--- src/rtl/adc_cfg_sequencer.sv ---
// adc_cfg_sequencer: resets the delta-sigma ADC through the SPI command
// master, waits out its power-up time, then writes each configuration word
// and verifies the echoed response. Restarts on reset release and on sync_req.
module adc_cfg_sequencer #(
    parameter int                WORD_W            = 24,
    parameter int                N_CFG             = 4,
    parameter logic [WORD_W-1:0] RESET_CMD         = 24'h000011,
    parameter int                RESET_WAIT_TICKS  = 4096,
    parameter int                RSP_TIMEOUT_TICKS = 1024,
    parameter int                MAX_RETRIES       = 3
) (
    input  logic                    clk_ctrl,
    input  logic                    rst_ctrl_n,
    input  logic                    sync_req,
    input  logic [N_CFG*WORD_W-1:0] cfg_words,
    output logic                    spi_tx_valid,
    input  logic                    spi_tx_ready,
    output logic [WORD_W-1:0]       spi_tx_data,
    input  logic                    spi_rx_valid,
    input  logic [WORD_W-1:0]       spi_rx_data,
    output logic                    busy,
    output logic                    cfg_ok,
    output logic                    cfg_err,
    output logic [2:0]              retry_cnt,
    output logic [2:0]              state
);

    typedef enum logic [2:0] {
        IDLE     = 3'd0,
        SEND_RST = 3'd1,
        WAIT_RST = 3'd2,
        SEND_CFG = 3'd3,
        WAIT_RSP = 3'd4,
        READY    = 3'd5,
        ERROR    = 3'd6
    } state_t;

    localparam logic [3:0]  LAST_IDX  = 4'(N_CFG - 1);
    localparam logic [15:0] RST_LAST  = 16'(RESET_WAIT_TICKS - 1);
    localparam logic [15:0] RSP_LAST  = 16'(RSP_TIMEOUT_TICKS - 1);
    localparam logic [2:0]  RETRY_MAX = 3'(MAX_RETRIES);

    state_t            cur;
    logic [3:0]        idx;
    logic [15:0]       cnt;
    logic              sync_pend;
    logic              restart;
    logic [WORD_W-1:0] cur_word;
    logic [WORD_W-1:0] next_word;

    assign state     = cur;
    assign cur_word  = cfg_words[idx*WORD_W +: WORD_W];
    assign next_word = cfg_words[(idx + 4'd1)*WORD_W +: WORD_W];

    // A restart is taken at boot, on sync in a resting state, or once a
    // pending sync can be honoured without dropping an unaccepted command.
    assign restart = (cur == IDLE)
                   || (((cur == READY) || (cur == ERROR)) && sync_req)
                   || (((cur == WAIT_RST) || (cur == WAIT_RSP)) && (sync_req || sync_pend));

    // Sequencer FSM with all outputs registered alongside the state.
    always_ff @(posedge clk_ctrl or negedge rst_ctrl_n) begin
        if (!rst_ctrl_n) begin
            cur          <= IDLE;
            idx          <= 4'd0;
            cnt          <= 16'd0;
            sync_pend    <= 1'b0;
            spi_tx_valid <= 1'b0;
            spi_tx_data  <= '0;
            busy         <= 1'b0;
            cfg_ok       <= 1'b0;
            cfg_err      <= 1'b0;
            retry_cnt    <= 3'd0;
        end else if (restart) begin
            cur          <= SEND_RST;
            idx          <= 4'd0;
            cnt          <= 16'd0;
            sync_pend    <= 1'b0;
            spi_tx_valid <= 1'b1;
            spi_tx_data  <= RESET_CMD;
            busy         <= 1'b1;
            cfg_ok       <= 1'b0;
            cfg_err      <= 1'b0;
            retry_cnt    <= 3'd0;
        end else begin
            case (cur)
                SEND_RST, SEND_CFG: begin
                    if (sync_req) begin
                        sync_pend <= 1'b1;
                    end
                    if (spi_tx_ready) begin
                        cur          <= (cur == SEND_RST) ? WAIT_RST : WAIT_RSP;
                        cnt          <= 16'd0;
                        spi_tx_valid <= 1'b0;
                    end
                end
                WAIT_RST: begin
                    if (cnt == RST_LAST) begin
                        cur          <= SEND_CFG;
                        idx          <= 4'd0;
                        spi_tx_valid <= 1'b1;
                        spi_tx_data  <= cfg_words[WORD_W-1:0];
                    end else if (cnt != 16'hFFFF) begin
                        cnt <= cnt + 16'd1;
                    end
                end
                WAIT_RSP: begin
                    if (spi_rx_valid && (spi_rx_data == cur_word)) begin
                        if (idx == LAST_IDX) begin
                            cur    <= READY;
                            busy   <= 1'b0;
                            cfg_ok <= 1'b1;
                        end else begin
                            cur          <= SEND_CFG;
                            idx          <= idx + 4'd1;
                            spi_tx_valid <= 1'b1;
                            spi_tx_data  <= next_word;
                        end
                    end else if (spi_rx_valid || (cnt == RSP_LAST)) begin
                        if (retry_cnt < RETRY_MAX) begin
                            cur          <= SEND_RST;
                            idx          <= 4'd0;
                            retry_cnt    <= retry_cnt + 3'd1;
                            spi_tx_valid <= 1'b1;
                            spi_tx_data  <= RESET_CMD;
                        end else begin
                            cur     <= ERROR;
                            busy    <= 1'b0;
                            cfg_err <= 1'b1;
                        end
                    end else if (cnt != 16'hFFFF) begin
                        cnt <= cnt + 16'd1;
                    end
                end
                READY, ERROR: begin
                end
                default: begin
                    cur          <= IDLE;
                    spi_tx_valid <= 1'b0;
                    busy         <= 1'b0;
                end
            endcase
        end
    end

endmodule

--- config.mk ---
export PLATFORM = sky130hd
export DESIGN_NAME = adc_cfg_sequencer
export DESIGN_NICKNAME = d
export VERILOG_FILES = /design/src/rtl/adc_cfg_sequencer.sv
export SDC_FILE = /design/constraint.sdc
export NUM_CORES = 1
export LEC_CHECK = 0
export CORE_UTILIZATION = 45
export CTS_CLUSTER_SIZE = 40
export DETAILED_ROUTE_END_ITERATION = 8
export GPL_TIMING_DRIVEN = 0
export PLACE_DENSITY = 0.8
export SYNTH_ARGS = -nofsm -noshare
export SYNTH_HDL_FRONTEND = slang
export SYNTH_SLANG_ARGS = --single-unit
--- constraint.sdc ---
create_clock -name clk_ctrl -period 8 [get_ports clk_ctrl]
set_input_delay 1.2 -clock clk_ctrl [delete_from_list [all_inputs] [get_ports clk_ctrl]]
set_output_delay 1.2 -clock clk_ctrl [all_outputs]
set_load 0.005 [all_outputs]
==> out/qor.txt, run 1 <==
Worst-path maximum fanout: 10
Hold Violations, Final: 0
Most frequent cells in the layout: clkdlybuf4s50_1, nand2_1, nor2_1, dfrtp_1, o21ai_0
NumNets Final: 839
Row count: 36
Status: finished, final reports clean
Post-synth EDFFs: 0
Synth Register Bits: 55
Critical Path RT: 8260 ps
Die Y: 102 microns
Hold_sp: cnt[8]
CTS buffer count: 5
Layout filler cell count: 825
Clock buffer depth: 2
Most common flop cell mapped by yosys: dfrtp_1
H-tree depth: 2
Gate count after technology mapping: 545
Setup Fix Bufs, Post-CTS: 0
Seq pwr share: 30.9%
Crit path from: cfg_words[79]
R2R cell count: 11
Clk root buf: clkbuf_8
Vias per cell: 6.08
VDD IR-drop max: 0.123 mV
Mapped Area: 4510 sq um
Cts hold-fix bufs: 0
Pwr Density: 212 nW/um^2
Skew-Pair Late Insertion Delay: 340 ps
Startpoint Class: input port
Tightest Pin Transition: 907 ps
Net switching power: 529 uW
Initial antenna violation count: 0
First-pass GRT wire length: 25.0 mm
Setup Skew: 16.3 ps
Leak: 0.00238 uW
Reg2Reg Capture Point: spi_tx_data[5]
Gate power share: 52.1%
Initial core utilization: 46.4%
DRC violations left: 0
Synth cell types: 57
Hold crit path type: flip-flop to flip-flop
Routed length per instance: 19.1 microns
Post-DRT Antenna Nets: 0
Area Growth Syn to Fin: 42.1%
Vias in the first global route: 5,153
Hold Path Cell Cnt: 1
Register area share after synthesis: 30.5%
Worst slew margin: 39.5%
Net Sw Frac: 38.8%
Port bufs: 158
Initial DRC Count: 380
CTS tree: yes
Number of synthesis warnings: 0
All-Layer GR Usage: 31.8%
CTS Sinks: 55
Cell Int Power: 833 uW
Final setup fails: 0
Final Hold Slack: 493 ps
Avg Synthesized Cell Area: 8.28 sq um
Post-CTS Resized: 0
Final RePlAce weighted congestion: 0.915
Post-Syn Nets: 673
Highest Clock Rate: 215 MHz
Reg-to-reg setup timing slack: 3550 ps
Clock slew at reported path FFs: 110 ps
Remaining Overflow, GRT: 0
Minimum clock period: 4660 ps
Clock network fraction of total power: 17.0%
Post-DP HPWL: 12.6 mm
Sum Neg Setup Slack: 0 ps
Drt pass-1 iters: 5
CORE AREA: 9730 sq um
Setup CP Type: input port to flip-flop
Routed WL: 16.1 mm
Final Cycle Share: 58.2%
Die area: 10,400 sq um
Most common cell after layout, fill and taps aside: clkdlybuf4s50_1
Detailed-route via count: 5,141
Asr flop ratio synth: 100%
WP data arrival: 4920 ps
Share of post-route cells with drive strength above 1: 6.32%
Antenna diodes: 0
Die X: 102 microns
Max Cap Violations: 0
Slew Limit Fails: 0
R2R Path Start: idx[2]
RSZ-0062 raised after global routing: false
# IOs: 159
Setup crit end kind: flip-flop
Hold Path End: cnt[8]
Largest net degree at the start of global routing: 30
[cell usage after synthesis, types with 8 or more instances]
library cell,n,area [sq um]
a21oi_1,21,105
a31oi_1,23,144
clkbuf_1,17,63.8
dfrtp_1,55,1380
inv_1,12,45.0
mux2i_1,33,330
mux4_2,20,450
nand2_1,94,353
nand3_1,18,90.1
nand4_1,9,56.3
nor2_1,55,206
nor3_1,8,40.0
o21ai_0,48,240
xor2_1,16,140
[stage by stage]
step / util (%) / instance area, sq um / instances / setup slack (ps) / total power, uW
after floorplan: - / 4510 / 545 / 4220 / 775
after global placement: 64.4 / 6260 / 836 / 3130 / 1110
after detailed placement: 64.5 / 6280 / 837 / 3060 / 1130
after CTS: 65.9 / 6410 / 845 / 3420 / 1360
after global routing: 65.9 / 6410 / 845 / 3220 / 1440
final: 65.9 / 6410 / 845 / 3340 / 1360
[per-layer routing]
| layer | track usage [%] | wire length [microns] | part of all wire (%) |
|---|---|---|---|
| met3 | 7.39 | 1530 | 9.5 |
| met4 | 15.3 | 538 | 3.3 |
| met5 | 0 | 0 | 0 |
| met2 | 55.2 | 7960 | 49 |
| met1 | 36.9 | 6110 | 38 |
[power by group through the flow]
stage	registers (uW)	logic, uW	clock network (uW)
final	421	710	231
after global routing	427	771	244
after CTS	420	705	232
after detailed placement	424	703	0
after global placement	424	684	0
after floorplan	416	359	0
[kinds of logic after synthesis]
| logic type | share of synthesized area [%] |
|---|---|
| AOI/OAI and AO/OA | 18.5 |
| and+or+nand+nor | 23.0 |
| adders and majority gates | 1.05 |
| xor gates and xnor gates | 4.27 |
| DFF | 30.5 |
| muxes | 18.0 |
| buffers and inverters | 4.57 |
[layout make-up]
cell class | count | area, sq um | area share (%)
plain buffers | 32 | 161 | 2.52
clock buffers | 5 | 68.8 | 1.07
clock inverters | 3 | 67.6 | 1.05
inverters | 12 | 45.0 | 0.702
multi-input cells | 446 | 2930 | 45.7
flip-flops and latches | 55 | 1380 | 21.5
well taps | 133 | 166 | 2.59
repair buffers | 159 | 1600 | 24.9
[flip-flops by register name (all words and copies together), names as in the netlist]
signal	cells
spi_tx_data	24
cnt	16
idx	4
retry_cnt	3
state	3
busy	1
cfg_err	1
cfg_ok	1
spi_tx_valid	1
sync_pend	1
[worst max path at each step]
stage / endpoint / slack, ps / cells past startpoint
final: spi_tx_data[5] / 3340 / 11
after global routing: spi_tx_data[21] / 3220 / 11
after CTS: spi_tx_data[5] / 3420 / 11
after detailed placement: spi_tx_data[5] / 3060 / 11
after global placement: spi_tx_data[6] / 3130 / 11
after floorplan: idx[2] / 4220 / 10
[worst max-delay path: stages]
cell	delay, ps
clkdlybuf4s50_1	420
mux4_2	530
a21oi_1	180
o22a_1	180
o2111ai_1	110
nor4_1	360
nand4bb_1	300
nor4_1	750
clkbuf_1	550
nand2_1	140
a31oi_1	190
(Power assumes the default switching activity.)
==> inputs of run 2 (changes only) <==
CORE_UTILIZATION = 42   (was 45)
PLACE_DENSITY = 0.78   (was 0.8)
clock period = 4.26 ns   (was 8 ns; I/O delays follow)
==> run 2 against run 1 <==
  * Sequential power up 87%
  * Sequential cell count stayed put
  * Sequential share of layout area about the same
  * Via count decreased by 0.49%
  * Clock power is 54% higher
  * Hold slack got worse by 210 ps
  * Non-clock buffer count unchanged
  * Register-to-register slack lost 3200 ps
  * Critical path type is now flip-flop to flip-flop
  * Largest cell class unchanged
  * Highest routed layer unchanged
==> out/qor.txt, run 2 (synthesis gave the netlist of run 1 again) <==
Most frequent cells in the layout: clkdlybuf4s50_1, nand2_1, nor2_1, dfrtp_1, o21ai_0
Reg with most FFs: spi_tx_data
Remaining Overflow, GRT: 0 (unchanged)
Dpl cells: 840 (+0.36%)
Initial antenna violation count: 0 (unchanged)
Clock slew at reported path FFs: 100 ps (about the same)
Max Cap Violations: 0 (unchanged)
CORE AREA: 10,400 sq um (+6.6%)
Final setup fails: 0 (unchanged)
VDD IR-drop max: 0.208 mV (+70%)
# IOs: 159 (unchanged)
Setup CP Type: flip-flop to flip-flop
Crit path from: idx[1]
CTS Sinks: 55 (unchanged)
Routed WL: 16.0 mm (-0.85%)
Post-CTS Resized: 0 (unchanged)
H-tree depth: 2 (unchanged)
CTS tree: yes
R2R cell count: 11 (unchanged)
Antenna diodes: 0 (unchanged)
Minimum clock period: 3940 ps
Final instance area: 6400 sq um (-0.20%)
Worst-path maximum fanout: 10 (unchanged)
Share of post-route cells with drive strength above 1: 6.47% (+0.15 points)
All-Layer GR Usage: 29.1% (-2.7 points)
Drt pass-1 iters: 6 (+1)
Layout filler cell count: 963 (+17%)
Tot Pwr: 2460 uW (+81%)
R2R Path Start: idx[1]
Setup Fix Bufs, Post-CTS: 0 (unchanged)
Most common cell after layout, fill and taps aside: clkdlybuf4s50_1
RSZ-0062 raised after global routing: false
Post-DP HPWL: 12.5 mm (-0.63%)
Setup crit end: spi_tx_data[11]
Detailed-route via count: 5,116 (-0.49%)
Area Growth Syn to Fin: 41.8%
Fin cells: 847 (+0.24%)
Tightest Pin Transition: 880 ps (-27.1 ps)
Initial DRC Count: 370 (-2.6%)
First-pass GRT wire length: 25.3 mm (+1.5%)
Port bufs: 158 (unchanged)
Leak: 0.00237 uW (-0.29%)
Final Cycle Share: 92.4%
Worst slew margin: 41.3% (+1.8 points)
Initial core utilization: 43.5% (-2.9 points)
NumNets Final: 839 (unchanged)
Max FFs per register: 24 (unchanged)
Clk root buf: clkbuf_8
Die Y: 106 microns (+3.4%)
Setup crit end kind: flip-flop
Reg2Reg Capture Point: spi_tx_data[11]
Hold crit path type: input port to asynchronous set/reset pin
WP data arrival: 4180 ps (-740 ps)
Reg-to-reg setup timing slack: 320 ps (-3230 ps)
Storage cell area: 1380 sq um (unchanged)
CTS buffer count: 5 (unchanged)
Post-DRT Antenna Nets: 0 (unchanged)
Biggest regs: spi_tx_data (24), cnt (16), idx (4)
Startpoint Class: flip-flop
Largest net degree at the start of global routing: 35 (+17%)
Placed cell area: 6280 sq um (about the same)
Clock buffer depth: 2 (unchanged)
Vias in the first global route: 5,087 (-1.3%)
Vias per cell: 6.04 (-0.72%)
Cts hold-fix bufs: 0 (unchanged)
Routed length per instance: 18.9 microns (-1.1%)
Critical Path RT: 4500 ps (-3760 ps)
Pwr Density: 385 nW/um^2 (+81%)
Hold Violations, Final: 0 (unchanged)
Setup Skew: 10.0 ps (-6.23 ps)
Highest Clock Rate: 254 MHz
DRC violations left: 0 (unchanged)
Die X: 106 microns (+3.4%)
Sum Neg Setup Slack: 0 ps (unchanged)
Skew-Pair Late Insertion Delay: 320 ps (-20 ps)
Slew Limit Fails: 0 (unchanged)
Die area: 11,200 sq um (+7.0%)
Final RePlAce weighted congestion: 0.891 (-2.6%)
Status: finished, final reports clean
Multi-input gate area: 2950 sq um (+0.51%)
Row count: 37 (+2.8%)
[run 2: cell types whose count changed in the layout (fill, tap and decap cells not counted), sizes merged]
cell	delta
clkinvlp	-1
clkbuf	+1
bufinv	-1
[run 2: cell type report]
cell class | instances | area share (%)
plain buffers | 32 | 2.56
clock buffers | 6 | 1.13
clock inverters | 1 | 0.469
inverters | 12 | 0.704
multi-input cells | 446 | 46.0
flip-flops and latches | 55 | 21.5
well taps | 136 | 2.66
repair buffers | 159 | 24.9
[run 2: layer usage]
metal,global-route usage (%),part of all wire [%]
met4,13.3,4.1
met5,0,0
met3,6.49,8.5
met2,52.1,50
met1,32.7,37
[run 2: critical path, stage by stage, from the launching register on]
cell and delay (ps):
dfrtp_1 460, buf_1 610, mux4_2 500, xnor2_1 170
nand4_1 100, a32oi_1 310, nand3_1 110, nand4bb_1 410
nor4_4 390, clkbuf_1 460, nand2_1 110, a31oi_1 200
[run 2: how the worst min path moves through the flow]
| stage | start | end |
|---|---|---|
| after floorplan | rst_ctrl_n | busy |
| after global routing | rst_ctrl_n | cnt[4] |
| after detailed placement | cnt[8] | cnt[8] |
| final | rst_ctrl_n | cnt[4] |
| after global placement | cnt[8] | cnt[8] |
| after CTS | rst_ctrl_n | retry_cnt[1] |
[run 2: power by group]
| part | switching, uW | leakage (uW) | internal [uW] |
|---|---|---|---|
| combinational | 666 | 0.00161 | 652 |
| sequential | 111 | 0.000704 | 678 |
| clock | 182 | 0.0000513 | 173 |
| total | 959 | 0.00237 | 1500 |
[run 2: through the flow]
step | setup slack, ps | util, % | hold slack, ps
floorplan | 887 | - | 343
global placement | 17.2 | 60.4 | 465
detailed placement | -83.5 | 60.6 | 488
CTS | 1.35 | 61.6 | 307
global route | 15.3 | 61.7 | 308
finish | 324 | 61.7 | 281
